## config.mk

```make
export PLATFORM = sky130hd
export DESIGN_NAME = instr_fetch_queue
export DESIGN_NICKNAME = d
export VERILOG_FILES = /design/src/rtl/instr_fetch_queue_pkg.sv /design/src/rtl/instr_fetch_queue_fetch_fifo.sv /design/src/rtl/instr_fetch_queue.sv
export SDC_FILE = /design/constraint.sdc
export NUM_CORES = 1
export LEC_CHECK = 0
export ABC_AREA = 1
export BUFFER_PORTS_ARGS = -buffer_cell sky130_fd_sc_hd__buf_2
export CORE_MARGIN = 2
export CORE_UTILIZATION = 41
export CTS_BUF_LIST = sky130_fd_sc_hd__clkbuf_8
export CTS_CLUSTER_DIAMETER = 150
export DETAILED_ROUTE_END_ITERATION = 16
export SLEW_MARGIN = 25
export SYNTH_ARGS = -nofsm -noshare
export SYNTH_HDL_FRONTEND = slang
export SYNTH_SLANG_ARGS = --single-unit
```

## constraint.sdc

```tcl
create_clock -name clk_i -period 5 [get_ports clk_i]
set_clock_uncertainty 0.05 [all_clocks]
set_input_delay 0 -clock clk_i [delete_from_list [all_inputs] [get_ports clk_i]]
set_output_delay 0 -clock clk_i [all_outputs]
set_load 0.05 [all_outputs]
```

## src/rtl/instr_fetch_queue_pkg.sv

```systemverilog
// Shared CPU front-end definitions: widths, PC step, reset PC and the fetch entry record.
package instr_fetch_queue_pkg;

  localparam int unsigned INSTR_W = 32;
  localparam int unsigned ADDR_W  = 32;

  localparam logic [ADDR_W-1:0]  PC_STEP          = 32'd4;
  localparam logic [ADDR_W-1:0]  DEFAULT_RESET_PC = 32'h0;
  localparam logic [INSTR_W-1:0] NOP_INSTR        = 32'h0;

  // One buffered fetch: the instruction word and the address of its successor.
  typedef struct packed {
    logic [INSTR_W-1:0] instr;
    logic [ADDR_W-1:0]  pc4;
  } fetch_entry_t;

  // Instructions are word aligned; low address bits are dropped.
  function automatic logic [ADDR_W-1:0] align_pc(input logic [ADDR_W-1:0] pc);
    return {pc[ADDR_W-1:2], 2'b00};
  endfunction

endpackage

```

## src/rtl/instr_fetch_queue_fetch_fifo.sv

```systemverilog
// Synchronous FIFO of fetch entries with push, pop, flush and occupancy count.
// Flush wins over push and pop. A pop on a full FIFO frees the slot for a same-cycle push.
module instr_fetch_queue_fetch_fifo
  import instr_fetch_queue_pkg::*;
#(
  parameter int unsigned DEPTH = 2,
  localparam int unsigned PTR_W = $clog2(DEPTH),
  localparam int unsigned CNT_W = $clog2(DEPTH + 1)
) (
  input  logic             i_clk,
  input  logic             i_rst_n,
  input  logic             i_push,
  input  logic             i_pop,
  input  logic             i_flush,
  input  fetch_entry_t     i_data,
  output fetch_entry_t     o_data,
  output logic [CNT_W-1:0] o_count,
  output logic             o_full
);

  localparam logic [CNT_W-1:0] FULL_CNT = CNT_W'(DEPTH);

  logic [PTR_W-1:0] r_wr_ptr;
  logic [PTR_W-1:0] r_rd_ptr;
  logic [CNT_W-1:0] r_count;
  fetch_entry_t     r_mem [DEPTH];

  logic             w_do_push;
  logic             w_do_pop;
  logic [CNT_W-1:0] w_count_d;

  // Qualify requests: nothing moves on a flush, pops need data, pushes need space.
  always_comb begin
    w_do_pop  = i_pop & (r_count != '0) & ~i_flush;
    w_do_push = i_push & ~i_flush & ((r_count != FULL_CNT) | w_do_pop);
  end

  // Occupancy next state: simultaneous push and pop leave the count unchanged.
  always_comb begin
    w_count_d = r_count;
    unique case ({w_do_push, w_do_pop})
      2'b10:   w_count_d = r_count + CNT_W'(1);
      2'b01:   w_count_d = r_count - CNT_W'(1);
      default: w_count_d = r_count;
    endcase
  end

  // Pointers and count; pointers wrap naturally since DEPTH is a power of two.
  always_ff @(posedge i_clk or negedge i_rst_n) begin
    if (!i_rst_n) begin
      r_wr_ptr <= '0;
      r_rd_ptr <= '0;
      r_count  <= '0;
    end else if (i_flush) begin
      r_wr_ptr <= '0;
      r_rd_ptr <= '0;
      r_count  <= '0;
    end else begin
      if (w_do_push) r_wr_ptr <= r_wr_ptr + PTR_W'(1);
      if (w_do_pop)  r_rd_ptr <= r_rd_ptr + PTR_W'(1);
      r_count <= w_count_d;
    end
  end

  // Entry storage; contents are don't-care while unoccupied, so no reset.
  always_ff @(posedge i_clk) begin
    if (w_do_push) r_mem[r_wr_ptr] <= i_data;
  end

  // Head entry and status.
  always_comb begin
    o_data  = r_mem[r_rd_ptr];
    o_count = r_count;
    o_full  = (r_count == FULL_CNT);
  end

endmodule

```

## src/rtl/instr_fetch_queue.sv

```systemverilog
// Fetch front-end: owns the PC, addresses instruction memory and buffers fetched
// words with their PC+4 for decode. A redirect flushes the queue and reloads the PC.
module instr_fetch_queue
  import instr_fetch_queue_pkg::*;
#(
  parameter int unsigned       DEPTH    = 2,
  parameter logic [ADDR_W-1:0] RESET_PC = DEFAULT_RESET_PC
) (
  input  logic               clk_i,
  input  logic               rst_i,
  output logic [ADDR_W-1:0]  imem_addr_o,
  input  logic [INSTR_W-1:0] imem_instr_i,
  input  logic               redirect_i,
  input  logic [ADDR_W-1:0]  redirect_pc_i,
  output logic               id_valid_o,
  input  logic               id_ready_i,
  output logic [INSTR_W-1:0] id_instr_o,
  output logic [ADDR_W-1:0]  id_pc4_o
);

  localparam int unsigned CNT_W = $clog2(DEPTH + 1);

  logic [ADDR_W-1:0] r_pc;
  logic [ADDR_W-1:0] w_pc4;
  logic              w_pop;
  logic              w_push;
  logic              w_full;
  logic [CNT_W-1:0]  w_count;
  fetch_entry_t      w_wr_entry;
  fetch_entry_t      w_head;

  // Handshake and push control; redirect suppresses both and the FIFO flush drops the head.
  always_comb begin
    w_pc4      = r_pc + PC_STEP;
    w_pop      = id_valid_o & id_ready_i;
    w_push     = ~redirect_i & (~w_full | w_pop);
    w_wr_entry = '{instr: imem_instr_i, pc4: w_pc4};
  end

  // PC register: redirect target has priority, otherwise advance only when a word is taken.
  always_ff @(posedge clk_i or negedge rst_i) begin
    if (!rst_i) begin
      r_pc <= RESET_PC;
    end else if (redirect_i) begin
      r_pc <= align_pc(redirect_pc_i);
    end else if (w_push) begin
      r_pc <= w_pc4;
    end
  end

  instr_fetch_queue_fetch_fifo #(
    .DEPTH (DEPTH)
  ) u_fetch_fifo (
    .i_clk   (clk_i),
    .i_rst_n (rst_i),
    .i_push  (w_push),
    .i_pop   (w_pop & ~redirect_i),
    .i_flush (redirect_i),
    .i_data  (w_wr_entry),
    .o_data  (w_head),
    .o_count (w_count),
    .o_full  (w_full)
  );

  // Decode-side outputs are forced to zero whenever the queue is empty.
  always_comb begin
    imem_addr_o = r_pc;
    id_valid_o  = (w_count != '0);
    id_instr_o  = id_valid_o ? w_head.instr : NOP_INSTR;
    id_pc4_o    = id_valid_o ? w_head.pc4 : '0;
  end

endmodule
```

Yosys cells after proc, flatten, opt, wreduce, memory -nomap -nowiden. Memory sizes are Yosys's and may differ from the RTL's. Index checks and enable logic that the tools add are counted.

Div/mod/pow operators: 0. Mux-type cells: 12. Reductions and logical operators: 5. Order comparisons: 0. Bitwise operators: 11. Equality and inequality tests: 4. Multiply operators: 0. Shifts and indexed selects: 0. $add $sub $neg: 5.

Operators with widths (count): $mux W32 (4); $add A32 B3 Y32 const B (1); $reduce_bool A2 Y1 (4); $and A1 B1 Y1 (7); $mux W1 (6); $eq A2 B2 Y1 const B (2); $pmux W2 S2 (1); $reduce_bool A3 Y1 (1); $add A1 B1 Y1 const B (2); $add A2 B1 Y2 const B (1); $eq A2 B1 Y1 const B (1); $mux W2 (1); $ne A2 B2 Y1 const B (1); $not A1 Y1 (2); $or A1 B1 Y1 (2); $sub A2 B1 Y2 const B (1).

ROM bits: 0. Logic and storage cells: 42. Register bits after elaboration: 36. Bits in latches: 0. Memory bits (writable): 128. Memories: 1. Output and inout bits: 97.

Memory list: u_fetch_fifo.r_mem (words 2, bits a word 64, rd ports 1, clocked after Yosys merged registers in 0, wr ports 1, line instr_fetch_queue_fetch_fifo.sv:26) `fetch_entry_t r_mem [DEPTH];`.

Longest topological paths before layout. Gate-level depths: netlist of the first run.

Word-level depth: 10. Depth in mapped cells: 13. Mapped depth without buffers: 12.

By module. Synthesis of the first run repeated with hierarchy kept, for this count alone.

Cells, all modules: 885. Area total of the unflattened synthesis: 7811.2 sq um.

By module, submodules not included: instr_fetch_queue_fetch_fifo (seq. area each 3943.8 sq um, area each 4892.2 sq um, times used 1, cells each 375); instr_fetch_queue (seq. area each 750.7 sq um, area each 2919.0 sq um, times used 1, cells each 510).

Least setup slack after synthesis of the first run. No wires, ideal clock.

Kind: register to register. Start point: reg u_fetch_fifo.r_count[0] (netlist: u_fetch_fifo.o_count[0]). End point: mem u_fetch_fifo.r_mem[0][10] (netlist name), enable pin. Path slack: 0.849 ns. Library setup time: 0.483 ns. Arrival: 3.618 ns. Data required time: 4.467 ns. Path buffers: 0. Cell stages (with the launch flop): 8. Path through: dfrtp_1 -> inv_1 -> ha_1 -> inv_2 -> nand2_4 -> a21oi_4 -> inv_2 -> nor2_1.

Word-level cells in the longest chain between the ends: 9. Elaborated cells between the ends (all ways): 15. Those cells by class: eq/ne (2); mux (2); bitwise (10); reduce/logical (1).

RTL lines: start, declared (line instr_fetch_queue_fetch_fifo.sv:25) `logic [CNT_W-1:0] r_count;`; start signal, assigned (line instr_fetch_queue_fetch_fifo.sv:61) `r_count <= w_count_d;`; $reduce_bool A2 Y1 (line instr_fetch_queue_fetch_fifo.sv:34, instr_fetch_queue.sv:68); $and A1 B1 Y1 (line instr_fetch_queue.sv:35) `w_pop = id_valid_o & id_ready_i;`; $and A1 B1 Y1 (line instr_fetch_queue.sv:57) `.i_pop (w_pop & ~redirect_i),`; $and A1 B1 Y1 (2 in a row) (line instr_fetch_queue_fetch_fifo.sv:34) `w_do_pop = i_pop & (r_count != '0) & ~i_flush;`; $or A1 B1 Y1 (line instr_fetch_queue_fetch_fifo.sv:35) `w_do_push = i_push & ~i_flush & ((r_count != FULL_CNT) | w_do_pop);`; $and A1 B1 Y1 * (line instr_fetch_queue_fetch_fifo.sv:35); $mux W1 * (line instr_fetch_queue_fetch_fifo.sv:67) `if (w_do_push) r_mem[r_wr_ptr] <= i_data;`; $mux W1 (not written as such) * (line instr_fetch_queue_fetch_fifo.sv:67); end, declared (line instr_fetch_queue_fetch_fifo.sv:26).

Mark *: on every way between the ends. The rest lies on a longest branch, timed or not.

Final worst setup path of the first run.
Start point: reg u_fetch_fifo.r_count[0] (netlist: u_fetch_fifo.o_count[0]). End point: mem u_fetch_fifo.r_mem[1][44] (netlist name), enable pin.

Same word-level chain as after synthesis.

==> qor.yml, run 1 <==
routing:
  drtPass1Iterations: 4
  wirelength_um: 17300
  ant_nets: 0
  wl_per_cell_um: 14.7
  drcViolationCount: 0
  vias: 5476
  vias_per_cell: 4.64
  drt_iter0_drc: 319
yosys:
  synth_xor_area_frac: 0.0237
  ys_types: 30
  syn_area_um2: 7130
  avgSynthCellArea_um2: 9.87
  yosysTopAreaCellShare: 0.523
  synth.largest_area_cell: "edfxtp_1"
  synthSimpleGateAreaFrac: 0.218
  yosysWarningCount: 0
  synth.area.top_cells: "edfxtp_1 (52%), dfrtp_1 (12%), nand2_1 (9.2%)"
  syn_inst: 722
  synth_mux_area_frac: 0
  synth-seq-area-share: 0.642
  synth-adder-area-share: 0.00527
  synth_top_family_by_area: "simple AND/OR/NAND/NOR gates"
  synth_compound_area_frac: 0.0625
  synth-seq-cells: 158
critical_path:
  worst_setup_path_start_kind: "register"
  path_max_fanout: 64
  crit_top_cell: "buf_4"
  path_class: "register to register"
  end_kind: "register"
  path_cells: "inv_1 -> ha_1 -> inv_2 -> buf_4 -> nand2_4 -> a21oi_4 -> buf_4 -> inv_2 -> nor2_4 -> buf_4"
  crit_arrival_ns: 3.11
  worstPathRequired_ns: 5.04
  slowest_delay_ns: 0.50
  cp_slowest_cell: "buf_4"
floorplan:
  core_um2: 17100
  start_util: 0.416
  io_pins: 165
  die_area_um2: 18400
  die_w_um: 136
  die_y_um: 136
  row_count: 48
sta:
  max_clock_freq_mhz: 325
  finalMaxSlewViolations: 0
  fin_crit_sh: 0.615
  rsz0062_at_grt: "false"
  fin_crit_ns: 3.08
  hold_violations: 0
  worst_slew_margin_rel: 0.431
  tightest_slew_ns: 0.854
  setup-tns-final_ns: 0
  finalSetupViolations: 0
cts:
  tritoncts: "done"
  clock_latency_ns: 0.44
  cts_max_level: 4
  cts-root-buf: "clkbuf_8"
  clk_pin_slew_ns: 0.09
  cts_buffer_depth: 2
  cts_buffers: 17
  cts_setup_buffers: 0
  cts.sinks: 158
cells_and_area:
  regArea_um2: 4580
  diodes: 0
  fillCellCount: 1582
  final_nets: 1012
  syn_to_final_growth_pct: 28.3
  layout_commonest_cell: "nand2_1"
  multi_input_area_um2: 2240
  final_cell_mix: "nand2_1 (174), buf_2 (158), nor2_1 (155)"
  drive_gt1_frac: 0.235
  layout.cells.non_filler: 1179
global_routing:
  grt_pass1_vias: 5062
  antenna_found_initial: 0
  grtUsageTotal: 0.190
  grt_pass1_wl_um: 26500
  gr-total-overflow: 0
  grt_max_degree: 65
place:
  globalplace.congestion: 0.883
  io_buffers: 158
  placed_cells: 1083
  hpwl_um: 11100
run:
  maxCapViolCount: 0
power_and_ir_drop:
  seq_power_share: 0.348
  p_leak_uw: 0.00401
  p_sw_uw: 2840
  clockPowerShare: 0.155
  swShare: 0.508
  powerDensity_nw_per_um2: 613
  ir_worst_vdd_mv: 0.384
  intPower_uw: 2760
  comb_power_share: 0.498
run_status:
  status: "finished clean"
hold_path:
  hp-class: "input port to register"
==> synth_stat cells (all sizes together) <==
master / n
o211ai: 2
nor2: 167
buf: 10
and2: 4
clkinv: 2
xor2: 10
nand4: 1
nand3: 25
a31oi: 1
inv: 49
o21bai: 1
a21oi: 2
ha: 3
dfrtp: 34
xnor2: 5
clkbuf: 22
nand2: 180
conb: 1
edfxtp: 124
o21ai: 79
==> kinds of logic after synthesis <==
| family | count (synthesis) |
|---|---|
| other | 1 |
| and+or+nand+nor | 377 |
| xor gates and xnor gates | 15 |
| adders and majority gates | 3 |
| buffers and inverters | 83 |
| AOI/OAI and AO/OA | 85 |
| DFF | 158 |
==> sequential cells by signal, indices dropped and copies added (netlist names) <==
signal and cells:
imem_addr_o 30, u_fetch_fifo.o_count 2, u_fetch_fifo.r_mem 124, u_fetch_fifo.r_rd_ptr 1, u_fetch_fifo.r_wr_ptr 1
==> per-stage QoR <==
stage / area, µm² / setup WS [ns] / util / hold WS, ns / total power, µW
after floorplan: 7140 / 0.849 / - / -0.346 / 4050
after global routing: 9140 / 1.62 / 0.534 / 0.0730 / 5920
after global placement: 8140 / 1.89 / 0.476 / 0.0983 / 4730
final: 9140 / 1.92 / 0.534 / 0.0701 / 5600
after detailed placement: 8140 / 1.83 / 0.476 / 0.0925 / 4760
after CTS: 9140 / 1.83 / 0.534 / 0.0461 / 5660
==> repair_timing <==
| action | CTS | global route |
|---|---|---|
| gates resized for setup | 0 | 0 |
| endpoints found under the hold margin | 131 | 0 |
| hold buffers | 64 | 0 |
==> layer usage <==
metal	part of all wire	global-route usage	up-vias	routed length, µm
li1	-	-	2782	-
met3	0.054	0.0373	15	940
met2	0.45	0.295	169	7780
met5	0	0	-	0
met4	0.011	0.0584	0	187
met1	0.48	0.271	2510	8380
==> power groups by stage <==
stage	logic [µW]	registers, µW	clock network, µW
after floorplan	1860	2190	0
after global placement	2760	1970	0
after detailed placement	2780	1970	0
after CTS	2820	1950	890
after global routing	3000	1980	945
final	2790	1950	866
==> worst max-delay path, delay by kind of cell, from the launching register on <==
family | cells | cell delay (ns)
adders and majority gates | 1 | 0.21
and+or+nand+nor | 2 | 0.37
buffers and inverters | 6 | 1.58
DFF | 1 | 0.33
AOI/OAI and AO/OA | 1 | 0.14
==> final timing paths <==
kind | startpoint | endpoint | slack (ns) | cells past startpoint
max in group asynchronous | rst_i | u_fetch_fifo.r_rd_ptr | 4.16 | 2
min in group asynchronous | rst_i | imem_addr_o[25] | 0.14 | 2
hold reg to reg | u_fetch_fifo.o_count[1] | u_fetch_fifo.o_count[1] | 0.53 | 2
setup / recovery | u_fetch_fifo.o_count[0] | u_fetch_fifo.r_mem[1][44] | 1.92 | 10
hold / removal | redirect_i | imem_addr_o[7] | 0.07 | 3
setup reg to reg | u_fetch_fifo.o_count[0] | u_fetch_fifo.r_mem[1][44] | 1.92 | 10
==> cell type report <==
| class | instances | share of cell area |
|---|---|---|
| Timing Repair Buffer | 229 | 0.164 |
| Tap cell | 225 | 0.0308 |
| Sequential cell | 158 | 0.501 |
| Inverter | 51 | 0.0209 |
| Clock buffer | 17 | 0.0256 |
| Multi-Input combinational cell | 484 | 0.245 |
| Clock inverter | 15 | 0.0136 |
(Power assumes the default switching activity.)
==> run 2, diff against run 1 <==
clock period = 3.15 ns   (was 5 ns; I/O delays follow)
==> run 2 against run 1 <==
  * Cell count about the same
  * Routed wire length down 0.88%
  * First-iteration DRC count down 18%
  * Critical path depth down 3
  * Sequential power up 58%
  * Register-to-register slack worse by 0.95 ns
  * Power up 61%
  * Combinational power up 59%
  * Clock power up 72%
  * Via count up 0.77%
==> qor.yml, run 2 (synthesis results as in run 1) <==
sta:
  finalSetupViolations: 0
  tightest_slew_ns: 0.829
  fin_crit_ns: 2.33
  rsz0062_at_grt: "false"
  worst_slew_margin_rel: 0.447
  setup-tns-final_ns: 0
  hold_violations: 0
  finalMaxSlewViolations: 0
  hold_slack_ns: 0.0636
  fin_crit_sh: 0.740
  max_clock_freq_mhz: 429
cells_and_area:
  layout_commonest_cell: "nand2_1"
  drive_gt1_frac: 0.236
  diodes: 0
  final_cell_mix: "nand2_1 (174), buf_2 (158), nor2_1 (155)"
  final_core_util: 0.538
  syn_to_final_growth_pct: 29.3
  top_register: "u_fetch_fifo.r_mem"
  largest_reg_flops: 124
  final_nets: 1013
cts:
  cts_buffers: 17
  cts-root-buf: "clkbuf_8"
  clk_pin_slew_ns: 0.09
  tritoncts: "done"
  ctsResizeCount: 0
  cts_buffer_depth: 2
  clock_latency_ns: 0.45
  cts.sinks: 158
  cts_max_level: 4
critical_path:
  cp_slowest_cell: "buf_4"
  path_class: "register to output pin"
  path_max_fanout: 63
  crit_arrival_ns: 2.28
  reg2reg_from: "u_fetch_fifo.o_count[0]"
  reg2reg_depth: 8
  end_kind: "output pin"
  r2r_setup_slack_ns: 0.97
  slowest_delay_ns: 0.49
  path_cells: "inv_1 -> ha_1 -> inv_2 -> buf_4 -> o21ai_0 -> nor2_1 -> buf_2"
  worstPathRequired_ns: 3.10
  r2r_end: "u_fetch_fifo.r_mem[0][46]"
  worst_setup_path_start_kind: "register"
place:
  globalplace.congestion: 0.922
  hpwl_um: 11100
  io_buffers: 158
floorplan:
  die_w_um: 136
  die_y_um: 136
  io_pins: 165
  core_um2: 17100
  die_area_um2: 18400
  row_count: 48
  start_util: 0.416
power_and_ir_drop:
  p_sw_uw: 4490
  ir_worst_vdd_mv: 0.517
  p_leak_uw: 0.00403
  swShare: 0.498
  powerDensity_nw_per_um2: 979
  comb_power_share: 0.492
  seq_power_share: 0.342
  clockPowerShare: 0.166
  total_power_uw: 9020
  intPower_uw: 4530
hold_path:
  hold_start: "redirect_i"
  hp-class: "input port to register"
  whs_path_depth: 3
  holdPathEnd: "imem_addr_o[9]"
routing:
  wl_per_cell_um: 14.5
  wirelength_um: 17100
  ant_nets: 0
  drt_iter0_drc: 261
  drtPass1Iterations: 4
  drcViolationCount: 0
  vias: 5518
  vias_per_cell: 4.68
global_routing:
  grt_max_degree: 64
  antenna_found_initial: 0
  grt_pass1_wl_um: 26700
  gr-total-overflow: 0
  grtUsageTotal: 0.190
  grt_pass1_vias: 5231
run_status:
  status: "finished clean"
run:
  maxCapViolCount: 0
## run 2: worst max-delay path, delay by kind of cell (launching register included)
kind / cells / cell delay [ns]
AOI/OAI and AO/OA: 1 / 0.18
adders and majority gates: 1 / 0.21
buffers and inverters: 4 / 0.92
DFF: 1 / 0.35
and+or+nand+nor: 1 / 0.16
## run 2: metal layers
layer / track usage / vias up / share of wire
met2: 0.315 / 148 / 0.47
met1: 0.247 / 2568 / 0.46
li1: - / 2783 / -
met5: 0 / - / 0
met4: 0.0671 / 0 / 0.015
met3: 0.0433 / 19 / 0.050
## run 2: area by class of cell
cell class | instances | area [µm²]
Tap cell | 225 | 282
Sequential cell | 158 | 4580
Multi-Input combinational cell | 484 | 2240
Timing Repair Buffer | 230 | 1530
Clock inverter | 13 | 140
Inverter | 51 | 191
Fill cell | 1555 | 7900
Clock buffer | 19 | 262
## run 2: metrics by stage
stage | std cells | instance area (µm²) | setup WS (ns)
global placement | 1084 | 8170 | 1.01
finish | 1180 | 9220 | 0.820
CTS | 1180 | 9220 | 0.739
global route | 1180 | 9220 | 0.574
floorplan | 725 | 7140 | 0.0486
detailed placement | 1084 | 8170 | 0.976
## run 2: worst max-delay path by stage
stage / from / endpoint / slack, ns
after CTS: u_fetch_fifo.o_count[0] / id_pc4_o[12] / 0.74
final: u_fetch_fifo.o_count[0] / id_instr_o[11] / 0.82
after floorplan: u_fetch_fifo.o_count[0] / u_fetch_fifo.r_mem[0][10] / 0.05
after global routing: u_fetch_fifo.o_count[0] / id_pc4_o[12] / 0.57
after global placement: u_fetch_fifo.o_count[0] / u_fetch_fifo.r_mem[0][60] / 1.01
after detailed placement: u_fetch_fifo.o_count[0] / u_fetch_fifo.r_mem[0][60] / 0.98
## run 2: repair_timing
item / 4_1_cts / 5_1_grt
hold buffers: 64 / 0
hold endpoints to repair: 131 / 0
setup buffers: 0 / 0
setup endpoints to repair: 0 / 0
## run 2: power by group through the flow
stage               logic [µW]  registers (µW)  clock network [µW]
finish                    4440            3090                1490
detailed placement        4420            3130                   0
global route              4760            3140                1610
global placement          4400            3120                   0
CTS                       4490            3090                1530
floorplan                 2950            3460                   0
==> run 3, diff against run 2 <==
ABC_AREA = 0   (was 1)
clock period = 2.4 ns   (was 3.15 ns; I/O delays follow)
==> run 3 against run 2 <==
  * Register-to-register slack lost 0.85 ns
  * First-iteration DRC count rose by 14%
  * Clock-buffer cell count decreased by 2
  * Global-route usage shrank 0.70 points
  * Die area grew 1.3%
  * Core utilization increased by 0.99 points
  * Highest routed layer unchanged
  * Cell area increased by 2.6%
  * Largest power group unchanged
  * Worst hold slack better by 0.0085 ns
  * Critical endpoint is now u_fetch_fifo.r_mem[1][17]
  * Power rose by 19%
  * Setup slack worse by 0.70 ns
  * Routed wire length is 0.26% higher
==> qor.yml, run 3 <==
floorplan:
  start_util: 0.419
  die_area_um2: 18700
  row_count: 48
  die_y_um: 137
  die_w_um: 137
  io_pins: 165
  core_um2: 17200
cells_and_area:
  final_core_util: 0.548
  layout_commonest_cell: "buf_2"
  syn_to_final_growth_pct: 30.9
  diodes: 0
  drive_gt1_frac: 0.284
  largest_reg_flops: 124
  final_cell_mix: "buf_2 (158), edfxtp_1 (124), nor2_1 (89)"
  fillCellCount: 1466
  final_nets: 881
  top_register: "u_fetch_fifo.r_mem"
  layout.cells.non_filler: 1048
routing:
  drt_iter0_drc: 298
  vias_per_cell: 5.16
  drtPass1Iterations: 4
  wirelength_um: 17200
  ant_nets: 0
  vias: 5410
  wl_per_cell_um: 16.4
  drcViolationCount: 0
power_and_ir_drop:
  swShare: 0.464
  comb_power_share: 0.462
  ir_worst_vdd_mv: 0.769
  clockPowerShare: 0.182
  p_sw_uw: 4990
  seq_power_share: 0.356
  p_leak_uw: 0.00365
  intPower_uw: 5770
  powerDensity_nw_per_um2: 1140
global_routing:
  grt_pass1_wl_um: 26000
  gr-total-overflow: 0
  grt_pass1_vias: 5191
  grt_max_degree: 64
  grtUsageTotal: 0.183
  antenna_found_initial: 0
critical_path:
  startpoint: "imem_addr_o[5]"
  end_kind: "register"
  crit_arrival_ns: 2.45
  worstPathRequired_ns: 2.58
  path_class: "register to register"
  path_max_fanout: 8
  reg2reg_from: "imem_addr_o[5]"
  worst_setup_path_start_kind: "register"
  r2r_setup_slack_ns: 0.12
cts:
  cts-root-buf: "clkbuf_8"
  clk_pin_slew_ns: 0.10
  cts_max_level: 4
  cts_buffers: 17
  cts_buffer_depth: 2
  cts.sinks: 158
  tritoncts: "done"
  cts_setup_buffers: 0
  clock_latency_ns: 0.44
yosys:
  synth_xor_area_frac: 0.0522
  yosys-top-cells-count: "edfxtp_1 (124), nor2_1 (90), mux2i_1 (63)"
  synth-seq-cells: 158
  synth-adder-area-share: 0.00520
  synth.largest_area_cell: "edfxtp_1"
  synth.area.top_cells: "edfxtp_1 (52%), dfrtp_1 (12%), mux2i_1 (8.7%)"
  synth_compound_area_frac: 0.0589
  synth_most_common_cell: "edfxtp_1"
  synth_edf_count: 124
  synth_top_family_by_area: "simple AND/OR/NAND/NOR gates"
  async_flop_share: 0.215
  synth_mux_area_frac: 0.0873
  avgSynthCellArea_um2: 12.4
  yosysTopAreaCellShare: 0.516
  syn_area_um2: 7220
  synth-seq-area-share: 0.634
  syn_inst: 584
  yosysWarningCount: 0
  synthFlopType: "edfxtp_1"
  synthSimpleGateAreaFrac: 0.133
  ys_types: 47
sta:
  tightest_slew_ns: 0.876
  hold_slack_ns: 0.0720
  worst_slew_margin_rel: 0.416
  setup-tns-final_ns: 0
  setup_ws_ns: 0.120
  fin_crit_sh: 0.950
  rsz0062_at_grt: "false"
  hold_violations: 0
  fin_crit_ns: 2.28
  finalSetupViolations: 0
  max_clock_freq_mhz: 439
  finalMaxSlewViolations: 0
place:
  io_buffers: 158
  hpwl_um: 11700
  dp_slack_ns: 0.101
  placed_cells: 953
  globalplace.congestion: 0.898
hold_path:
  hold_start: "redirect_i"
  hp-class: "input port to register"
run_status:
  status: "finished clean"
run:
  maxCapViolCount: 0
==> run 3: changes by cell type after synthesis, moves of 26 or more <==
cell	delta
xnor2_1	+26
o21ai_0	-59
inv_1	-35
mux2i_1	+63
nand2_1	-140
nor2_1	-67
==> run 3: cell families after synthesis <==
kind of cell             after synthesis
adder cells (fa/ha/maj)                3
flip-flops                           158
multiplexers                          63
buffers and inverters                 52
AO/OA/AOI/OAI                         64
other                                  1
AND/OR/NAND/NOR                      200
XOR/XNOR                              43
==> run 3: final timing paths <==
check	end	depth (start not counted)
min in group asynchronous	imem_addr_o[20]	2
worst max register to register	u_fetch_fifo.r_mem[1][17]	5
worst max-delay path	u_fetch_fifo.r_mem[1][17]	5
worst min-delay path	imem_addr_o[28]	4
worst min register to register	u_fetch_fifo.o_count[0]	2
max in group asynchronous	u_fetch_fifo.r_rd_ptr	2
==> run 3: what timing repair did <==
item,4_1_cts,5_1_grt
setup endpoints to repair,0,2
hold endpoints to repair,128,0
gates resized for setup,0,1
hold buffers,63,0
==> run 3: power by group through the flow <==
stage	logic, µW	registers [µW]	clock network (µW)
2_1_floorplan	3560	3970	0
3_3_place_gp	4910	3870	0
3_5_place_dp	4950	3890	0
4_1_cts	5040	3830	2010
5_1_grt	5280	3880	2130
6_report	4980	3830	1960
==> run 3: area by class of cell <==
type                            instances  area (µm²)  area share
Tap cell                              225         282      0.0298
Timing Repair Buffer                  246        1670       0.177
Clock buffer                           17         234      0.0248
Sequential cell                       158        4590       0.486
Multi-Input combinational cell        377        2470       0.262
Clock inverter                         15         163      0.0172
Inverter                               10        37.5     0.00397
==> run 3: stage by stage <==
step           power, µW  cell area (µm²)
5_1_grt            11300             9450
3_3_place_gp        8770             8420
3_5_place_dp        8850             8420
6_report           10800             9450
4_1_cts            10900             9450
2_1_floorplan       7540             7270
==> run 3: metal layers <==
metal / part of all wire / track usage / vias to the layer above
met5: 0 / 0 / -
met4: 0.017 / 0.0631 / 0
met3: 0.064 / 0.0437 / 28
met2: 0.49 / 0.309 / 190
met1: 0.43 / 0.231 / 2604
li1: - / - / 2588
==> run 3: worst max-delay path, cell delays in order (launching register included) <==
cell and delay, ns:
dfrtp_2 0.46, nand4_2 0.19, buf_4 0.22, or4_1 0.67, nor2_1 0.17, xor2_1 0.30
